## src/rtl/cam_pkg.sv

```systemverilog
// Shared definitions for the DVP capture engine.
//   cam_state_e : capture FSM states
//   dec_mask()  : low-bit mask selecting 1 of 2^dec samples
package cam_pkg;

    typedef enum logic [1:0] {
        StIdle,
        StArm,
        StActive,
        StDone
    } cam_state_e;

    // A sample is kept when (index & dec_mask(dec)) == 0.
    function automatic logic [7:0] dec_mask(input logic [1:0] dec);
        logic [7:0] m;
        unique case (dec)
            2'd0:    m = 8'h00;
            2'd1:    m = 8'h01;
            2'd2:    m = 8'h03;
            default: m = 8'h07;
        endcase
        return m;
    endfunction

endpackage

```

## src/rtl/cam_byte_pack.sv

```systemverilog
// Byte-to-pixel assembler for the DVP stream.
//   clk, reset : pixel clock, synchronous active-high reset
//   href, d    : registered sensor HREF and data byte
//   px         : assembled pixel, first byte of the pixel in the MSBs
//   px_done    : the byte on d completes px this cycle
//   partial    : href just fell with an incomplete pixel pending
module cam_byte_pack #(
    parameter int unsigned BYTES_PER_PX = 2
) (
    input  logic                      clk,
    input  logic                      reset,
    input  logic                      href,
    input  logic [7:0]                d,
    output logic [8*BYTES_PER_PX-1:0] px,
    output logic                      px_done,
    output logic                      partial
);

    localparam int unsigned PhW = (BYTES_PER_PX > 1) ? $clog2(BYTES_PER_PX) : 1;
    localparam logic [PhW-1:0] PhLast = PhW'(BYTES_PER_PX - 1);

    logic [PhW-1:0] phase_q, phase_d;

    always_comb begin
        phase_d = '0;
        if (href && (phase_q != PhLast)) begin
            phase_d = phase_q + 1'b1;
        end
    end

    always_ff @(posedge clk) begin
        if (reset) begin
            phase_q <= '0;
        end else begin
            phase_q <= phase_d;
        end
    end

    assign px_done = href && (phase_q == PhLast);
    // Phase is forced to 0 while href is low, so a non-zero phase with href low
    // can only be the first cycle after href fell mid-pixel.
    assign partial = !href && (phase_q != '0);

    if (BYTES_PER_PX > 1) begin : g_multi
        localparam int unsigned HoldW = 8 * (BYTES_PER_PX - 1);
        logic [HoldW-1:0] hold_q;

        always_ff @(posedge clk) begin
            if (reset) begin
                hold_q <= '0;
            end else if (href) begin
                // Keep the newest BYTES_PER_PX-1 bytes; oldest falls off the top.
                hold_q <= HoldW'({hold_q, d});
            end
        end

        assign px = {hold_q, d};
    end else begin : g_single
        assign px = d;
    end

endmodule

```

## src/rtl/cam_capture_px.sv

```systemverilog
// DVP camera capture engine: registers the sensor stream, assembles pixels,
// applies power-of-two decimation and checks line/frame geometry.
//   clk, reset          : pixel clock, synchronous active-high reset
//   start, continuous   : arm capture (IDLE only); re-arm after each frame
//   stop                : finish the current frame then go idle
//   dec_x, dec_y        : keep 1 of 2^dec pixels / lines, latched at frame start
//   vsync, href, d      : raw sensor inputs
//   dout, dout_valid    : kept pixel stream (dout held between valids)
//   sof, eol            : first kept pixel of frame / last kept pixel of line
//   frame_done, busy    : end-of-frame pulse / not idle
//   err_line, err_frame : sticky geometry errors
//   frame_cnt           : completed frames, wrapping
module cam_capture_px
    import cam_pkg::*;
#(
    parameter int unsigned BYTES_PER_PX = 2,
    parameter int unsigned H_ACTIVE     = 640,
    parameter int unsigned V_ACTIVE     = 480,
    parameter int unsigned CNT_W        = 16
) (
    input  logic                      clk,
    input  logic                      reset,
    input  logic                      start,
    input  logic                      continuous,
    input  logic                      stop,
    input  logic [1:0]                dec_x,
    input  logic [1:0]                dec_y,
    input  logic                      vsync,
    input  logic                      href,
    input  logic [7:0]                d,
    output logic [8*BYTES_PER_PX-1:0] dout,
    output logic                      dout_valid,
    output logic                      sof,
    output logic                      eol,
    output logic                      frame_done,
    output logic                      busy,
    output logic                      err_line,
    output logic                      err_frame,
    output logic [CNT_W-1:0]          frame_cnt
);

    localparam int unsigned PxW = 8 * BYTES_PER_PX;
    localparam int unsigned XW  = $clog2(H_ACTIVE + 1);
    localparam int unsigned YW  = $clog2(V_ACTIVE + 1);

    localparam logic [XW-1:0] XMax  = '1;
    localparam logic [YW-1:0] YMax  = '1;
    localparam logic [XW-1:0] HAct  = XW'(H_ACTIVE);
    localparam logic [XW-1:0] HLast = XW'(H_ACTIVE - 1);
    localparam logic [YW-1:0] VAct  = YW'(V_ACTIVE);

    // Input stage and one-cycle history for edge detection
    logic       vsync_r, href_r;
    logic [7:0] d_r;
    logic       vsync_p, href_p;

    always_ff @(posedge clk) begin
        if (reset) begin
            vsync_r <= 1'b0;
            href_r  <= 1'b0;
            d_r     <= '0;
            vsync_p <= 1'b0;
            href_p  <= 1'b0;
        end else begin
            vsync_r <= vsync;
            href_r  <= href;
            d_r     <= d;
            vsync_p <= vsync_r;
            href_p  <= href_r;
        end
    end

    logic vsync_fall, vsync_rise, href_fall;
    assign vsync_fall = vsync_p && !vsync_r;
    assign vsync_rise = !vsync_p && vsync_r;
    assign href_fall  = href_p && !href_r;

    logic [PxW-1:0] px;
    logic           px_done, partial;

    cam_byte_pack #(
        .BYTES_PER_PX(BYTES_PER_PX)
    ) u_byte_pack (
        .clk    (clk),
        .reset  (reset),
        .href   (href_r),
        .d      (d_r),
        .px     (px),
        .px_done(px_done),
        .partial(partial)
    );

    // FSM
    cam_state_e state_q, state_d;
    logic       cont_q, stop_pend_q;

    always_comb begin
        state_d = state_q;
        unique case (state_q)
            StIdle: begin
                if (start) state_d = StArm;
            end
            StArm: begin
                if (stop) begin
                    state_d = StIdle;
                end else if (vsync_fall) begin
                    state_d = StActive;
                end
            end
            StActive: begin
                if (vsync_rise) state_d = StDone;
            end
            StDone: begin
                state_d = (cont_q && !stop_pend_q && !stop) ? StArm : StIdle;
            end
            default: state_d = StIdle;
        endcase
    end

    // Datapath
    logic [1:0]     dec_x_q, dec_y_q;
    logic [XW-1:0]  x_cnt_q;
    logic [YW-1:0]  y_cnt_q;
    logic           sof_pend_q;
    logic [PxW-1:0] dout_q;
    logic           dout_valid_q, sof_q, eol_q;
    logic           err_line_q, err_frame_q;
    logic [CNT_W-1:0] frame_cnt_q;

    logic [XW-1:0] mask_x, eol_x;
    logic [YW-1:0] mask_y;
    logic          keep, px_keep, frame_start;

    assign mask_x      = XW'(dec_mask(dec_x_q));
    assign mask_y      = YW'(dec_mask(dec_y_q));
    // Last kept x position of a full line
    assign eol_x       = HLast & ~mask_x;
    assign keep        = ((x_cnt_q & mask_x) == '0) && ((y_cnt_q & mask_y) == '0);
    assign px_keep     = (state_q == StActive) && px_done && keep;
    assign frame_start = (state_q == StArm) && (state_d == StActive);

    always_ff @(posedge clk) begin
        if (reset) begin
            state_q      <= StIdle;
            cont_q       <= 1'b0;
            stop_pend_q  <= 1'b0;
            dec_x_q      <= '0;
            dec_y_q      <= '0;
            x_cnt_q      <= '0;
            y_cnt_q      <= '0;
            sof_pend_q   <= 1'b0;
            dout_q       <= '0;
            dout_valid_q <= 1'b0;
            sof_q        <= 1'b0;
            eol_q        <= 1'b0;
            err_line_q   <= 1'b0;
            err_frame_q  <= 1'b0;
            frame_cnt_q  <= '0;
        end else begin
            state_q <= state_d;

            if ((state_q == StIdle) && start) begin
                cont_q      <= continuous;
                err_line_q  <= 1'b0;
                err_frame_q <= 1'b0;
            end

            if (state_d == StIdle) begin
                stop_pend_q <= 1'b0;
            end else if (stop && (state_q == StActive)) begin
                stop_pend_q <= 1'b1;
            end

            if (frame_start) begin
                dec_x_q    <= dec_x;
                dec_y_q    <= dec_y;
                x_cnt_q    <= '0;
                y_cnt_q    <= '0;
                sof_pend_q <= 1'b1;
            end else if (state_q == StActive) begin
                if (href_fall) begin
                    x_cnt_q <= '0;
                    if (y_cnt_q != YMax) y_cnt_q <= y_cnt_q + 1'b1;
                    if ((x_cnt_q != HAct) || partial) err_line_q <= 1'b1;
                end else if (px_done && (x_cnt_q != XMax)) begin
                    x_cnt_q <= x_cnt_q + 1'b1;
                end
            end

            dout_valid_q <= px_keep;
            sof_q        <= px_keep && sof_pend_q;
            eol_q        <= px_keep && (x_cnt_q == eol_x);
            if (px_keep) begin
                dout_q     <= px;
                sof_pend_q <= 1'b0;
            end

            if (state_q == StDone) begin
                frame_cnt_q <= frame_cnt_q + 1'b1;
                if (y_cnt_q != VAct) err_frame_q <= 1'b1;
            end
        end
    end

    assign dout       = dout_q;
    assign dout_valid = dout_valid_q;
    assign sof        = sof_q;
    assign eol        = eol_q;
    assign frame_done = (state_q == StDone);
    assign busy       = (state_q != StIdle);
    assign err_line   = err_line_q;
    assign err_frame  = err_frame_q;
    assign frame_cnt  = frame_cnt_q;

endmodule

```

## config.mk

```make
export PLATFORM = sky130hd
export DESIGN_NAME = cam_capture_px
export DESIGN_NICKNAME = d
export VERILOG_FILES = /design/src/rtl/cam_pkg.sv /design/src/rtl/cam_byte_pack.sv /design/src/rtl/cam_capture_px.sv
export SDC_FILE = /design/constraint.sdc
export NUM_CORES = 1
export LEC_CHECK = 0
export CORE_MARGIN = 10
export CORE_UTILIZATION = 50
export DETAILED_ROUTE_END_ITERATION = 6
export PLACE_DENSITY = 0.75
export SLEW_MARGIN = 20
export SYNTH_ARGS = -nofsm -noshare
export SYNTH_HDL_FRONTEND = slang
export SYNTH_SLANG_ARGS = --single-unit
```

## constraint.sdc

```tcl
create_clock -name clk -period 4.86 [get_ports clk]
set_input_delay 0.729 -clock clk [delete_from_list [all_inputs] [get_ports clk]]
set_output_delay 0.729 -clock clk [all_outputs]
set_load 0.02 [all_outputs]
```

==> qor.yml <==
clock_latency_ns: 0.36
dp_cells: 506
synth-edff-count: 0
required_ns: 4.13
setup_viol: 0
synthTopCellsByArea: "dfxtp_1 (48%), a22o_1 (3.9%), nand2_1 (3.5%)"
cts_resized: 0
port_buffers: 57
drv_cap: 0
crit_type: "flop to primary output"
yosysWarnings: 0
ant_nets: 0
stdcell_count: 522
p_int_mw: 0.939
tns_ns: 0
ys_ff_latch: 86
grt_pass1_vias: 2779
hpwl_mm: 5.36
wl_mm: 7.44
netlist_area_um2: 3560
synth_top_area_share_pct: 48.3
core_um2: 6870
worstPathArrival_ns: 1.99
p_clk_share_pct: 38.8
yosysUniqueCellTypes: 56
grt_max_degree: 49
tightest_slew_ns: 0.873
num-nets-final: 449
cts_buffer_depth: 2
min_period_ns: 2.72
track_usage_pct: 14.0
switching_power_mw: 0.315
async_flop_share_pct: 0
vias_per_cell: 5.37
hold_viol_final: 0
drive_gt1_share_pct: 6.34
path_clk_slew_ns: 0.09
ys_seq_area_share_pct: 48.3
sw_frac_of_total_pct: 25.1
grt-ovfl-total: 0
fmax_mhz: 368
report.final.slew_viol_count: 0
slew_headroom_pct: 41.8
regArea_um2: 1720
numCtsBuffers: 9
syn_area_per_cell_um2: 9.63
crit_path_end_kind: "primary output"
syn2layout_area_growth_pct: 22.0
syn_inst: 370
die_x_um: 104
avgRoutedWirePerCell_um: 14.2
synthTopCellsByCount: "dfxtp_1 (86), nand2_1 (33), nor2_1 (33)"
synth_nets: 398
max-vdd-ir-drop_v: 0.000138
yosys.area.top_type: "dfxtp_1"
fin_worst_skew_ns: 0.0172
crit_start: "state_q[1]"
htree_levels: 3
rsz0062_at_grt: "false"
root_buffer: "clkbuf_8"
fillers: 578
drtIter0Drc: 121
multiInputGateArea_um2: 1710
cts_setup_buffers: 0
cts_sinks: 86
dr.pass1.iters: 4
yosysMostFrequentCell: "dfxtp_1"
r2r-start: "href_r"
start_util_pct: 51.9
rows: 30
fin_crit_sh_pct: 55.9
share_comb_of_total_power_pct: 3.6
ioPinCount: 58
die_h_um: 104
die_area_um2: 10900
drc: 0
antenna_found_initial: 0
leakagePower_nw: 1.58
cts_tree: "built"
hold_class: "flop to flop"
place.gp.congestion: 0.815
grt_pass1_wl_mm: 13.1
critPathLaunchType: "flop"
path_max_fanout: 15
hp-start: "u_byte_pack.phase_q"
cts_hold_buffers: 0
power.density_nw_per_um2: 288
synthFlopType: "dfxtp_1"
diodes: 0
vias: 2805
pwr-share-seq_pct: 57.5
status: "finished clean"
layer usage:
layer / share of wire, % / GRT usage, % / routed length, um / vias to the layer above
met5: 0 / 0 / 0 / -
met2: 44 / 21.8 / 3280 / 72
met4: 1.3 / 5.96 / 95 / 0
li1: - / - / - / 1436
met1: 48 / 17.5 / 3560 / 1286
met3: 6.8 / 4.21 / 507 / 11
through the flow:
stage          power, mW  util [%]  cell area, um2  hold WS (ns)  setup WS [ns]
4_1_cts             1.26      63.3            4350         0.461           2.13
2_1_floorplan      0.763         -            3560         0.408           3.07
3_3_place_gp       0.783      60.4            4150         0.437           2.45
5_1_grt             1.30      63.3            4350         0.466           1.97
6_report            1.25      63.3            4350         0.458           2.14
3_5_place_dp       0.784      60.4            4150         0.448           2.41
path summary, 6_finish.rpt:
kind | cells after the start | slack (ns) | end
setup / recovery | 3 | 2.14 | frame_done
hold / removal | 1 | 0.46 | u_byte_pack.phase_q
setup reg to reg | 4 | 2.47 | eol
hold reg to reg | 1 | 0.46 | u_byte_pack.phase_q
state kept, by name (all words and copies together) (netlist names), 2 cells and up:
register / cells
d_r: 8
y_cnt_q: 9
dec_y_q: 2
dec_x_q: 2
x_cnt_q: 10
frame_cnt: 16
u_byte_pack.g_multi.hold_q: 8
state_q: 2
dout: 16
power by group through the flow:
stage          sequential [mW]  combinational, mW  clock (mW)
5_1_grt                  0.723             0.0506       0.524
3_5_place_dp             0.738             0.0459           0
4_1_cts                  0.722             0.0462       0.496
3_3_place_gp             0.738             0.0456           0
2_1_floorplan            0.733             0.0292           0
6_report                 0.722             0.0454       0.487
worst max-delay path, stage by stage (launching register included):
cell and delay [ns]:
dfxtp_1 0.58, nand2_1 0.25, inv_2 0.17, clkdlybuf4s50_1 0.62
final cells by class:
class                           count  area share, %
Clock inverter                      7           1.70
Tap cell                           96           2.76
Inverter                            9          0.777
Clock buffer                        9           2.85
Multi-Input combinational cell    258           39.3
Sequential cell                    86           39.6
Timing Repair Buffer               57           13.0
kinds of logic after synthesis:
kind of cell	after synthesis	synth area share [%]
xor gates and xnor gates	15	3.69
muxes	10	2.81
buffers and inverters	26	3.72
adders and majority gates	9	3.16
DFF	86	48.3
AOI/OAI and AO/OA	76	15.0
and+or+nand+nor	148	23.4
layout by cell type (no fill, tap or decap), types with 2 or more instances in the layout:
cell type        count
a21oi_1             24
a22o_1              16
a311oi_1             2
a31oi_1              2
a41oi_1              2
and2_1               3
and3_1               9
and4_1               3
and4b_1              2
clkbuf_8             9
clkdlybuf4s50_1     56
clkinv_4             2
dfxtp_1             86
ha_1                 9
inv_1                8
inv_6                2
inv_8                2
mux2i_1             10
nand2_1             33
nand2b_1             4
nand3_1             11
nand3b_1             2
nand4_1              5
nand4bb_1            2
nor2_1              33
nor2b_1             15
nor4b_1              3
nor4b_2              3
o21a_1               2
o21ai_0              6
o21ai_1              2
o31ai_1              9
or3_1                3
or4_1                9
xnor2_1              8
xor2_1               7
(Power assumes the default switching activity.)
